File: config.mk
export PLATFORM = sky130hd
export DESIGN_NAME = imm_decode_stage_flat
export DESIGN_NICKNAME = d
export VERILOG_FILES = /design/src/rtl/imm_decode_stage_pkg.sv /design/src/rtl/imm_decode_stage_if.sv /design/src/rtl/imm_decode_stage_imm_extract.sv /design/src/rtl/imm_decode_stage.sv /design/src/flat_wrapper.sv
export SDC_FILE = /design/constraint.sdc
export NUM_CORES = 1
export LEC_CHECK = 0
export ABC_AREA = 1
export BUFFER_PORTS_ARGS = -buffer_cell sky130_fd_sc_hd__clkbuf_2
export CAP_MARGIN = 0
export CORE_ASPECT_RATIO = 1.4
export CORE_MARGIN = 2
export CORE_UTILIZATION = 29
export CTS_CLUSTER_SIZE = 30
export DETAILED_ROUTE_END_ITERATION = 7
export SLEW_MARGIN = 20
export SYNTH_ARGS = -nofsm -noshare
export SYNTH_HDL_FRONTEND = slang
export SYNTH_SLANG_ARGS = --single-unit
export TNS_END_PERCENT = 1
File: constraint.sdc
create_clock -name clk -period 2.19 [get_ports clk]
set_clock_uncertainty 0.1 [all_clocks]
set_input_delay 0.438 -clock clk [delete_from_list [all_inputs] [get_ports clk]]
set_output_delay 0.438 -clock clk [all_outputs]
set_load 0.01 [all_outputs]
File: src/rtl/imm_decode_stage_pkg.sv
// Shared decode types: instruction class, RV opcode values and the skid FSM state.
package typedefs;

  typedef enum logic [2:0] {
    INST_TYPE_R = 3'd0,
    INST_TYPE_I = 3'd1,
    INST_TYPE_S = 3'd2,
    INST_TYPE_B = 3'd3,
    INST_TYPE_U = 3'd4,
    INST_TYPE_J = 3'd5
  } InstructionType;

  localparam logic [6:0] OPC_OP        = 7'b0110011;
  localparam logic [6:0] OPC_OP_32     = 7'b0111011;
  localparam logic [6:0] OPC_OP_IMM    = 7'b0010011;
  localparam logic [6:0] OPC_OP_IMM_32 = 7'b0011011;
  localparam logic [6:0] OPC_LOAD      = 7'b0000011;
  localparam logic [6:0] OPC_JALR      = 7'b1100111;
  localparam logic [6:0] OPC_SYSTEM    = 7'b1110011;
  localparam logic [6:0] OPC_MISC_MEM  = 7'b0001111;
  localparam logic [6:0] OPC_STORE     = 7'b0100011;
  localparam logic [6:0] OPC_BRANCH    = 7'b1100011;
  localparam logic [6:0] OPC_LUI       = 7'b0110111;
  localparam logic [6:0] OPC_AUIPC     = 7'b0010111;
  localparam logic [6:0] OPC_JAL       = 7'b1101111;

  typedef enum logic [1:0] {
    SKID_EMPTY = 2'd0,
    SKID_ONE   = 2'd1,
    SKID_FULL  = 2'd2
  } skid_state_t;

endpackage

File: src/rtl/imm_decode_stage_if.sv
// Fetch-side and execute-side handshake bundle of the decode stage; master = environment, slave = stage.
interface imm_decode_stage_if
  import typedefs::*;
#(
  parameter int XLEN = 32
);
  logic             flush;
  logic             in_valid;
  logic             in_ready;
  logic [31:0]      in_inst;
  logic [XLEN-1:0]  in_pc;
  logic             out_valid;
  logic             out_ready;
  logic [31:0]      out_inst;
  logic [XLEN-1:0]  out_pc;
  InstructionType   out_type;
  logic [XLEN-1:0]  out_imm;
  logic             out_illegal;

  modport master (
    output flush, in_valid, in_inst, in_pc, out_ready,
    input  in_ready, out_valid, out_inst, out_pc, out_type, out_imm, out_illegal
  );

  modport slave (
    input  flush, in_valid, in_inst, in_pc, out_ready,
    output in_ready, out_valid, out_inst, out_pc, out_type, out_imm, out_illegal
  );
endinterface

File: src/rtl/imm_decode_stage_imm_extract.sv
// Combinational opcode classifier and sign-extended immediate builder; zero latency, no flow control.
module imm_extract
  import typedefs::*;
#(
  parameter int XLEN = 32
) (
  input  logic [31:0]     inst,
  output logic [XLEN-1:0] imm,
  output InstructionType  inst_type,
  output logic            illegal
);

  // Every format is first built as a signed 32-bit value, then widened by a sign-extending cast.
  logic signed [31:0] v;

  always_comb begin
    v         = '0;
    inst_type = INST_TYPE_R;
    illegal   = 1'b0;
    case (inst[6:0])
      OPC_OP: inst_type = INST_TYPE_R;
      OPC_OP_32: illegal = (XLEN != 64);
      OPC_OP_IMM, OPC_LOAD, OPC_JALR, OPC_SYSTEM, OPC_MISC_MEM: begin
        inst_type = INST_TYPE_I;
        v         = {{20{inst[31]}}, inst[31:20]};
      end
      OPC_OP_IMM_32: begin
        if (XLEN == 64) begin
          inst_type = INST_TYPE_I;
          v         = {{20{inst[31]}}, inst[31:20]};
        end else begin
          illegal = 1'b1;
        end
      end
      OPC_STORE: begin
        inst_type = INST_TYPE_S;
        v         = {{20{inst[31]}}, inst[31:25], inst[11:7]};
      end
      OPC_BRANCH: begin
        inst_type = INST_TYPE_B;
        v         = {{19{inst[31]}}, inst[31], inst[7], inst[30:25], inst[11:8], 1'b0};
      end
      OPC_LUI, OPC_AUIPC: begin
        inst_type = INST_TYPE_U;
        v         = {inst[31:12], 12'b0};
      end
      OPC_JAL: begin
        inst_type = INST_TYPE_J;
        v         = {{11{inst[31]}}, inst[31], inst[19:12], inst[20], inst[30:21], 1'b0};
      end
      default: illegal = 1'b1;
    endcase
    imm = XLEN'(v);
  end

endmodule

File: src/rtl/imm_decode_stage.sv
// Registered decode stage: 1-cycle latency; optional 2-entry skid keeps full rate with a registered in_ready,
// otherwise in_ready = !out_valid || out_ready. Outputs hold stable while stalled; flush empties the stage.
module imm_decode_stage
  import typedefs::*;
#(
  parameter int XLEN = 32,
  parameter bit SKID = 1'b1
) (
  input  logic               clk,
  input  logic               rst_n,
  imm_decode_stage_if.slave  bus
);

  typedef struct packed {
    logic [31:0]     inst;
    logic [XLEN-1:0] pc;
    logic [XLEN-1:0] imm;
    InstructionType  itype;
    logic            illegal;
  } entry_t;

  logic [XLEN-1:0] dec_imm;
  InstructionType  dec_type;
  logic            dec_illegal;
  entry_t          dec_e;

  imm_extract #(.XLEN(XLEN)) u_imm_extract (
    .inst      (bus.in_inst),
    .imm       (dec_imm),
    .inst_type (dec_type),
    .illegal   (dec_illegal)
  );

  assign dec_e = '{inst: bus.in_inst, pc: bus.in_pc, imm: dec_imm,
                   itype: dec_type, illegal: dec_illegal};

  skid_state_t state;
  entry_t      main_q;
  entry_t      skid_q;
  logic        main_vld;
  logic        rdy_q;
  logic        in_xfer;
  logic        out_xfer;

  // Without the skid, ONE + input + no output cannot occur because in_ready is low then, so FULL is unreachable.
  assign bus.in_ready = SKID ? rdy_q : (!main_vld || bus.out_ready);
  assign in_xfer      = bus.in_valid && bus.in_ready;
  assign out_xfer     = main_vld && bus.out_ready;

  always_ff @(posedge clk or negedge rst_n) begin
    if (!rst_n) begin
      state    <= SKID_EMPTY;
      main_q   <= '0;
      skid_q   <= '0;
      main_vld <= 1'b0;
      rdy_q    <= 1'b1;
    end else if (bus.flush) begin
      state    <= SKID_EMPTY;
      main_vld <= 1'b0;
      rdy_q    <= 1'b1;
    end else begin
      case (state)
        SKID_EMPTY: begin
          if (in_xfer) begin
            main_q   <= dec_e;
            main_vld <= 1'b1;
            state    <= SKID_ONE;
          end
        end
        SKID_ONE: begin
          if (in_xfer && out_xfer) begin
            main_q <= dec_e;
          end else if (in_xfer) begin
            skid_q <= dec_e;
            rdy_q  <= 1'b0;
            state  <= SKID_FULL;
          end else if (out_xfer) begin
            main_vld <= 1'b0;
            state    <= SKID_EMPTY;
          end
        end
        SKID_FULL: begin
          if (out_xfer) begin
            main_q <= skid_q;
            rdy_q  <= 1'b1;
            state  <= SKID_ONE;
          end
        end
        default: begin
          main_vld <= 1'b0;
          rdy_q    <= 1'b1;
          state    <= SKID_EMPTY;
        end
      endcase
    end
  end

  assign bus.out_valid   = main_vld;
  assign bus.out_inst    = main_q.inst;
  assign bus.out_pc      = main_q.pc;
  assign bus.out_type    = main_q.itype;
  assign bus.out_imm     = main_q.imm;
  assign bus.out_illegal = main_q.illegal;

endmodule

File: src/flat_wrapper.sv
// flat-port wrapper written by rule: the top's interface ports become plain ports
module imm_decode_stage_flat import typedefs::*;
#(
  parameter int XLEN = 32,
  parameter bit SKID = 1'b1
)
  (clk, rst_n, bus_flush, bus_in_valid, bus_in_inst, bus_in_pc, bus_out_ready, bus_in_ready, bus_out_valid, bus_out_inst, bus_out_pc, bus_out_type, bus_out_imm, bus_out_illegal);
  imm_decode_stage_if #(.XLEN(XLEN)) bus_i ();
  input  logic clk;
  input  logic rst_n;
  input wire logic [$bits(bus_i.flush)-1:0] bus_flush;
  input wire logic [$bits(bus_i.in_valid)-1:0] bus_in_valid;
  input wire logic [$bits(bus_i.in_inst)-1:0] bus_in_inst;
  input wire logic [$bits(bus_i.in_pc)-1:0] bus_in_pc;
  input wire logic [$bits(bus_i.out_ready)-1:0] bus_out_ready;
  output wire logic [$bits(bus_i.in_ready)-1:0] bus_in_ready;
  output wire logic [$bits(bus_i.out_valid)-1:0] bus_out_valid;
  output wire logic [$bits(bus_i.out_inst)-1:0] bus_out_inst;
  output wire logic [$bits(bus_i.out_pc)-1:0] bus_out_pc;
  output wire logic [$bits(bus_i.out_type)-1:0] bus_out_type;
  output wire logic [$bits(bus_i.out_imm)-1:0] bus_out_imm;
  output wire logic [$bits(bus_i.out_illegal)-1:0] bus_out_illegal;
  assign bus_i.flush = bus_flush;
  assign bus_i.in_valid = bus_in_valid;
  assign bus_i.in_inst = bus_in_inst;
  assign bus_i.in_pc = bus_in_pc;
  assign bus_i.out_ready = bus_out_ready;
  assign bus_in_ready = bus_i.in_ready;
  assign bus_out_valid = bus_i.out_valid;
  assign bus_out_inst = bus_i.out_inst;
  assign bus_out_pc = bus_i.out_pc;
  assign bus_out_type = bus_i.out_type;
  assign bus_out_imm = bus_i.out_imm;
  assign bus_out_illegal = bus_i.out_illegal;
  imm_decode_stage #(.XLEN(XLEN), .SKID(SKID)) u_core (.clk(clk), .rst_n(rst_n), .bus(bus_i));
endmodule
==> After elaboration in Yosys (flattened, before gate mapping) <==
Cells that the tools add are included.
{ "word_totals": {"reg_bits": 204, "latch_bits": 0, "ram_bits": 0, "romBits": 0, "in_bits": 69, "out_inout_bits": 102, "wordCells": 78, "n_memories": 0} }
{ "op_classes": {"addsub": 0, "mul": 0, "n_div": 0, "n_lt_le_gt_ge": 0, "n_eq_ne": 25, "shift": 0, "muxes": 25, "bitwise_logic": 2, "n_reduce_logical": 13} }
{ "ops": {"columns": ["cell", "n"], "rows": [
  ["100-bit 2-to-1 mux", 3],
  ["100-bit case mux with 3 select lines", 1],
  ["32-bit case mux with 5 select lines", 1],
  ["7-bit equality test (second input constant)", 4],
  ["7-bit by 6-bit equality test with 1-bit output (second input constant)", 3],
  ["3-bit case mux with 5 select lines", 1],
  ["7-bit by 5-bit equality test with 1-bit output (second input constant)", 2],
  ["2-bit 2-to-1 mux", 6],
  ["3-bit by 2-bit inequality test with 1-bit output (second input constant)", 4],
  ["4-bit AND reduction", 3],
  ["11-bit OR reduction", 1],
  ["1-bit 2-to-1 mux", 10],
  ["5-bit AND reduction", 2],
  ["7-bit by 2-bit equality test with 1-bit output (second input constant)", 1],
  ["7-bit by 4-bit equality test with 1-bit output (second input constant)", 1],
  ["2-bit by 1-bit inequality test with 1-bit output (second input constant)", 3],
  ["3-bit inequality test (second input constant)", 2],
  ["1-bit case mux with 3 select lines", 2],
  ["2-bit case mux with 3 select lines", 1],
  ["5-bit OR reduction", 1],
  ["2-bit inequality test (second input constant)", 2],
  ["4-bit by 2-bit inequality test with 1-bit output (second input constant)", 1],
  ["1-bit logical AND", 3],
  ["3-bit nonzero test", 1],
  ["5 further kinds", 6]
]} }

==> Longest topological paths before layout <==
Gate-level depths: netlist of run 1.
{ "depth": {"ltp_word": 6, "mapped_depth": 11, "ltp_nobuf": 10} }

==> Hierarchy <==
From an unflattened synthesis of run 1, not the netlist that was laid out.
{ "unflattened": {"cells_unflattened": 1321, "hier_area_um2": 10033.4} }
{ "by_module_without_submodules": {"columns": ["mod", "instances", "cells_per_inst", "area_per_inst_um2", "seq_area_each_um2"], "rows": [
  ["imm_decode_stage", 1, 1121, 9092.5, 5106.1],
  ["imm_extract", 1, 200, 940.9, 0.0]
]} }

==> Worst setup path after synthesis of run 1 <==
No wires, ideal clock.
{ "synth_path": {"path_kind": "reg2reg", "from": "register u_core.rdy_q (netlist: u_core.bus.in_ready)", "to": "register u_core.main_q, in the netlist u_core.bus.out_inst[10]", "setup_ns": 0.130, "t_arrival_ns": 1.440, "required_time_ns": 1.960, "path_slack_ns": 0.521, "path_stages_with_launch": 8, "cell_sequence": "dfstp_2 nand2_1 o21ai_1 nand2_1 inv_2 buf_4 buf_2 a31oi_1"} }
{ "synth_via": {"elab_chain_cells": 4, "elab_cells_between_ends": 5} }
{ "synth_rtl": {"columns": ["element", "line_no", "text"], "rows": [
  ["start, declared", "imm_decode_stage.sv:41", "logic rdy_q;"],
  ["start signal, assigned", "imm_decode_stage.sv:56", "rdy_q <= 1'b1;"],
  ["start signal, assigned", "imm_decode_stage.sv:60", "rdy_q <= 1'b1;"],
  ["start signal, assigned", "imm_decode_stage.sv:75", "rdy_q <= 1'b0;"],
  ["1-bit logical AND *", "imm_decode_stage.sv:47", "assign in_xfer = bus.in_valid && bus.in_ready;"],
  ["1-bit logical AND", "imm_decode_stage.sv:71", "if (in_xfer && out_xfer) begin"],
  ["2-bit by 1-bit inequality test with 1-bit output (no source line)", null, null],
  ["5-bit AND reduction (no source line) *", null, null],
  ["end signal, assigned", "imm_decode_stage.sv:84", "main_q <= skid_q;"],
  ["end, declared", "imm_decode_stage.sv:38", "entry_t main_q;"]
]} }
Mark *: on every way between the ends. The rest lies on a longest branch, timed or not.
A chain may end at the register's enable or synchronous reset.

==> Worst setup path after layout of run 1 <==
{ "layout_path": {"from": "register u_core.state[0]", "to": "register u_core.main_q, in the netlist u_core.bus.out_inst[0]"} }
{ "layout_via": {"elab_chain_cells": 3, "elab_cells_between_ends": 9} }
{ "layout_rtl": {"columns": ["element", "line_no", "text"], "rows": [
  ["start, declared", "imm_decode_stage.sv:37", "skid_state_t state;"],
  ["start signal, assigned", "imm_decode_stage.sv:52", "state <= SKID_EMPTY;"],
  ["start signal, assigned", "imm_decode_stage.sv:58", "state <= SKID_EMPTY;"],
  ["start signal, assigned", "imm_decode_stage.sv:67", "state <= SKID_ONE;"],
  ["2-bit equality test (tied with other cells)", "imm_decode_stage.sv:62", "case (state)"],
  ["2-bit by 1-bit inequality test with 1-bit output (no source line) / 3-bit nonzero test (equally long branches)", null, null],
  ["5-bit AND reduction (no source line)", null, null]
]} }
Several ways; a longest one is shown, not always the timed one.

==> reports/qor.yml, run 1 <==
die_h_um: 217
post-place-cells: 1732
synthesis.nets: 1267
hold_violations: 0
dieArea_mm2: 0.0339
postCtsSetupBuffers: 0
multi_input_area_mm2: 0.00376
fmax_mhz: 514
cts_max_level: 1
worst_path_largest_cell_delay_ns: 0.42
synth.most_common_cell: "nand2_1"
yosysTopAreaCell: "dfrtp_1"
p_per_area_mw_per_mm2: 1290
grt_max_degree: 113
cp_slowest_cell: "dfrtp_1"
synth-seq-cells: 204
ys_warn_count: 0
reg2reg_to: "u_core.bus.out_inst[0]"
via_per_inst: 4.80
final_max_slew_viol_count: 0
worstPathCellList: "nor2_1 -> nand2_1 -> o21ai_1 -> nand2_2 -> inv_4 -> buf_4 -> nor2_1 -> a31oi_1"
yosysTopAreaCellShare: 0.541
ant_nets: 0
grt_pass1_vias: 8207
grt_pass1_wl_mm: 45.3
worstPathMaxFanout: 16
drive_above_1_share: 0.188
cts_max_path_buffers: 3
cp_common_cell: "nor2_1"
rrSetupSlack_ns: 0.25
drt_iter0_markers: 697
ys_top_cells_by_area: "dfrtp_1 (54%), nand2_1 (18%), nor2_1 (7.2%)"
wirelength_mm: 28.4
whs_path_depth: 3
ys_seq_area_frac: 0.543
hp-class: "in -> reg"
synth_area_mm2: 0.00940
ys.flop_type: "dfrtp_1"
clock_latency_ns: 0.52
start_kind: "flop"
cts_tree: "done"
maxSlewHeadroom: 0.606
postSynthAreaPerCell_um2: 7.84
grt-ovfl-total: 0
async_flop_share: 1.00
rows: 78
grt_util_all_layers: 0.169
cts_made_buffers: 23
max-cap-violations: 0
gp_congestion: 0.827
setup-violations-final: 0
worstRegToRegCells: 8
worstPathArrival_ns: 2.28
peakVddDrop_mv: 0.720
p_leak_nw: 6.16
crit-reg2reg-launch: "u_core.state[0]"
status: "completed"
die_x_um: 156
finalPower_mw: 14.9
num_vias: 8489
antenna_found_initial: 0
syn2layout_area_growth_pct: 23.0
drt_pass1_iterations: 5
num_antenna_cells: 0
crit_type: "reg -> reg"
synth_edf_count: 0
netlist_instances: 1198
cts-root-buf: "clkbuf_16"
wire_per_inst_um: 16.0
drc: 0
rsz0062_at_grt: "false"
fin_cells: 1770
min_to: "u_core.skid_q[62]"
port_buffers: 170
cp-startpoint: "u_core.state[0]"
cp_data_required_time_ns: 2.52
finalCritPeriodShare: 0.888
fp.coreArea_mm2: 0.0322
cts_sinks: 204
hold_start: "bus_in_pc[26]"
final_nets: 1427
synth_cell_type_count: 23
period_minus_slack_ns: 1.94
synthTopCellsByCount: "nand2_1 (455), dfrtp_1 (203), nor2_1 (181)"
nFillCells: 3381
start_util: 0.292
dp_hpwl_mm: 19.0
io_pins: 171
cts.clk_slew.worst_paths_ns: 0.06
worst_pin_slew_ns: 0.590
ff_latch_area_mm2: 0.00511
end_kind: "flop"
## metrics by stage
stage	worst slack [ns]	setup TNS, ns	utilization	hold WS (ns)	area (um2)
finish	0.246	0	0.359	0.0412	11600
global route	0.0749	0	0.359	0.0270	11600
CTS	0.234	0	0.359	0.0219	11600
detailed placement	-0.00419	-0.00419	0.336	0.256	10800
global placement	0.0348	0	0.336	0.256	10800
floorplan	0.521	0	-	0.0424	9400
## layout make-up
cell class,count,share of cell area
flip-flops and latches,204,0.442
repair buffers,214,0.115
well taps,400,0.0433
inverters,39,0.0131
clock inverters,4,0.00227
clock buffers,33,0.0599
multi-input cells,876,0.325
## where the power goes
| group | switching, mW | internal [mW] |
|---|---|---|
| combinational | 2.78 | 1.83 |
| sequential | 0.984 | 5.55 |
| clock | 1.58 | 2.18 |
## placed cells by master, fill, tap and decap left out, drive strengths merged
cell         instances
a21oi               22
a31oi               89
buf                 43
clkbuf             203
clkinv               2
clkinvlp             1
dfrtp              203
dfstp                1
dlygate4sd3          1
inv                 40
nand2              455
nand3               68
nor2               183
nor3                 2
o21ai               44
o21bai              12
o31ai                1
## layer usage
| layer | global-route usage | vias to the layer above | wire (um) |
|---|---|---|---|
| li1 | - | 4169 | - |
| met2 | 0.291 | 213 | 14100 |
| met1 | 0.214 | 4062 | 12000 |
| met5 | 0 | - | 0 |
| met3 | 0.0201 | 45 | 1250 |
| met4 | 0.0685 | 0 | 1030 |
## critical path: cells and delay by family, from the launching register on
kind / cells / cell delay (ns)
AOI/OAI and AO/OA: 2 / 0.28
buffers and inverters: 2 / 0.49
DFF: 1 / 0.42
and+or+nand+nor: 4 / 0.56
## state kept, by name, indices dropped and copies added (netlist names)
register and cells:
u_core.bus.out_imm 32, u_core.bus.out_illegal 1, u_core.bus.out_valid 1, u_core.state 2, u_core.skid_q 100, u_core.bus.in_ready 1, u_core.bus.out_inst 32, u_core.bus.out_pc 32
u_core.bus.out_type 3
## cells by family (layout without fill, tap and decap cells)
| family | count (synthesis) | after routing | share of synthesized area |
|---|---|---|---|
| flops | 204 | 204 | 0.543 |
| compound gates | 168 | 168 | 0.105 |
| buf+inv | 118 | 290 | 0.0578 |
| simple gates | 708 | 708 | 0.294 |
## what timing repair did
item / 4_1_cts / 5_1_grt
resized for setup: 0 / 0
hold endpoints to repair: 25 / 0
hold buffers: 1 / 0
## worst max-delay path by stage
stage / endpoint / slack [ns] / depth (start not counted)
finish: u_core.bus.out_inst[0] / 0.25 / 8
global route: u_core.bus.out_inst[0] / 0.07 / 8
CTS: u_core.bus.out_inst[0] / 0.23 / 8
detailed placement: u_core.skid_q[35] / -0.004 / 10
global placement: u_core.skid_q[35] / 0.03 / 10
floorplan: u_core.bus.out_inst[10] / 0.52 / 7
(Power assumes the default switching activity.)
==> inputs of run 2 (changes only) <==
ABC_AREA = default   (was 1)
CORE_UTILIZATION = 40   (was 29)
==> reports/qor.yml, run 2 <==
status: "completed"
cts.clk_slew.worst_paths_ns: 0.06
cts_sinks: 204
crit_type: "reg -> reg"
io_pins: 171
syn2layout_area_growth_pct: 22.2
yosysTopAreaCell: "dfrtp_1"
synth_edf_count: 0
pwr-share-comb: 0.262
yosysTopAreaCellShare: 0.549
largest_reg_flops: 100
num_vias: 8004
synth_area_mm2: 0.00925
drive_above_1_share: 0.226
cpLargestDelayFamily: "compound AO/OA/AOI/OAI gates"
grt_pass1_wl_mm: 42.6
worstPathCellList: "nand3b_4 -> a21oi_2 -> o21ba_4 -> buf_12 -> nor2_1 -> o22ai_1"
fmax_mhz: 510
intPower_mw: 8.92
cp-startpoint: "u_core.bus.in_ready"
routed-wl-met2_mm: 12.9
hold_buffers: 1
port_buffers: 170
top_layer: "met4"
peakVddDrop_mv: 0.685
gp_congestion: 0.836
rows: 65
worstPathMaxFanout: 79
cts_max_level: 1
path_buf_inv: 1
ys_seq_area_frac: 0.552
ys_top_cells_by_area: "dfrtp_1 (55%), nand2_1 (15%), a31oi_1 (4.8%)"
post_dp_cell_area_mm2: 0.0106
die_h_um: 184
drt_pass1_iterations: 7
p_leak_nw: 5.39
grt_max_degree: 80
cp_slowest_cell: "dfstp_2"
hp-class: "in -> reg"
final_nets: 1283
synth_cell_type_count: 54
finalCritPeriodShare: 0.895
worst_pin_slew_ns: 0.618
synth-seq-cells: 204
worstPathArrival_ns: 2.28
hold_violations: 0
pwr-share-seq: 0.452
async_flop_share: 1.00
period_minus_slack_ns: 1.96
ys_warn_count: 0
synth.most_common_cell: "nand2_1"
wirelength_mm: 26.2
wl_met3_mm: 1.41
cts-root-buf: "clkbuf_16"
dieArea_mm2: 0.0244
cts_made_buffers: 22
layout_commonest_cell: "nand2_1"
synthTopCellsByCount: "nand2_1 (376), dfrtp_1 (203), nor2_1 (106)"
mostFrequentLayoutCells: "nand2_1 (376), dfrtp_1 (203), clkbuf_2 (169)"
cts_tree: "done"
worst_path_largest_cell_delay_ns: 0.59
fp.coreArea_mm2: 0.0226
grt-ovfl-total: 0
fin_setup_tns_ns: 0
via_per_inst: 5.23
hold_start: "bus_in_pc[8]"
synthesis.nets: 1134
stdcell_area_mm2: 0.0113
p_sw_frac: 0.329
crit-reg2reg-launch: "u_core.bus.in_ready"
finalPower_mw: 13.3
top_register: "u_core.skid_q"
ant_nets: 0
antenna_found_initial: 0
rsz0062_at_grt: "false"
max-cap-violations: 0
die_x_um: 133
cts_max_path_buffers: 3
clock_latency_ns: 0.50
drt_iter0_markers: 455
cp_data_required_time_ns: 2.51
start_util: 0.409
end_kind: "flop"
postSynthAreaPerCell_um2: 8.69
fin_cells: 1531
num_antenna_cells: 0
pwr-share-clk: 0.286
p_per_area_mw_per_mm2: 1180
setup-violations-final: 0
grt_pass1_vias: 7795
cts_resized: 0
maxSlewHeadroom: 0.588
drc: 0
post-place-cells: 1490
drt-met1-wl_mm: 11.1
switchingPower_mw: 4.38
dp_hpwl_mm: 17.6
wire_per_inst_um: 17.1
ys.flop_type: "dfrtp_1"
postCtsSetupBuffers: 0
final_max_slew_viol_count: 0
netlist_instances: 1065
start_kind: "flop"
grt_util_all_layers: 0.216
## run 2: changes by cell type in the layout (fill, tap and decap cells not counted), sizes merged, moves of 11 or more
cell and change:
a21oi +51, a221oi +11, a31oi -18, inv -37, nand2 -76, nand3 -44
nor2 -74, o22ai +14
## run 2: cell families after synthesis
family | share of synthesized area
multiplexers | 0.00257
flip-flops | 0.552
buffers and inverters | 0.0441
AO/OA/AOI/OAI | 0.166
AND/OR/NAND/NOR | 0.236
## run 2: cell type report
cell class	instances	area [um2]
clock inverters	4	45.0
clock buffers	36	694
flip-flops and latches	204	5110
repair buffers	204	1290
well taps	301	377
multi-input cells	779	3780
inverters	3	11.3
fillers	2209	11300
## run 2: worst register-to-register path, cell delays in order, from the launching register on
cell and delay (ns):
dfstp_2 0.59, nand3b_4 0.11, a21oi_2 0.18, o21ba_4 0.26, buf_12 0.31, nor2_1 0.15
o22ai_1 0.16
## run 2: worst paths after layout
kind	cells after the start	to	slack (ns)
setup / recovery	6	u_core.bus.out_imm[12]	0.23
hold / removal	3	u_core.skid_q[44]	0.04
setup reg to reg	6	u_core.bus.out_imm[12]	0.23
hold reg to reg	2	u_core.skid_q[1]	0.37
max in group asynchronous	3	u_core.bus.out_inst[3]	1.01
min in group asynchronous	2	u_core.bus.out_pc[6]	0.35
## run 2: per-stage QoR
stage | hold slack [ns] | setup slack, ns | util
after detailed placement | 0.332 | 0.132 | 0.467
final | 0.0409 | 0.230 | 0.500
after floorplan | 0.0424 | 0.445 | -
after global placement | 0.329 | 0.171 | 0.467
after CTS | 0.0264 | 0.240 | 0.500
after global routing | 0.0371 | 0.0955 | 0.500
## run 2: per-layer routing
layer,global-route usage,up-vias
met1,0.278,3858
met4,0.0735,0
met3,0.0369,44
met2,0.369,236
li1,-,3866
met5,0,-
## run 2: power groups by stage
stage	Combinational, mW	Sequential (mW)	Clock [mW]
after floorplan	1.76	6.24	0
after global placement	3.44	6.05	0
after detailed placement	3.53	6.08	0
after CTS	3.54	6.02	3.89
after global routing	3.96	6.19	4.04
final	3.48	6.01	3.81
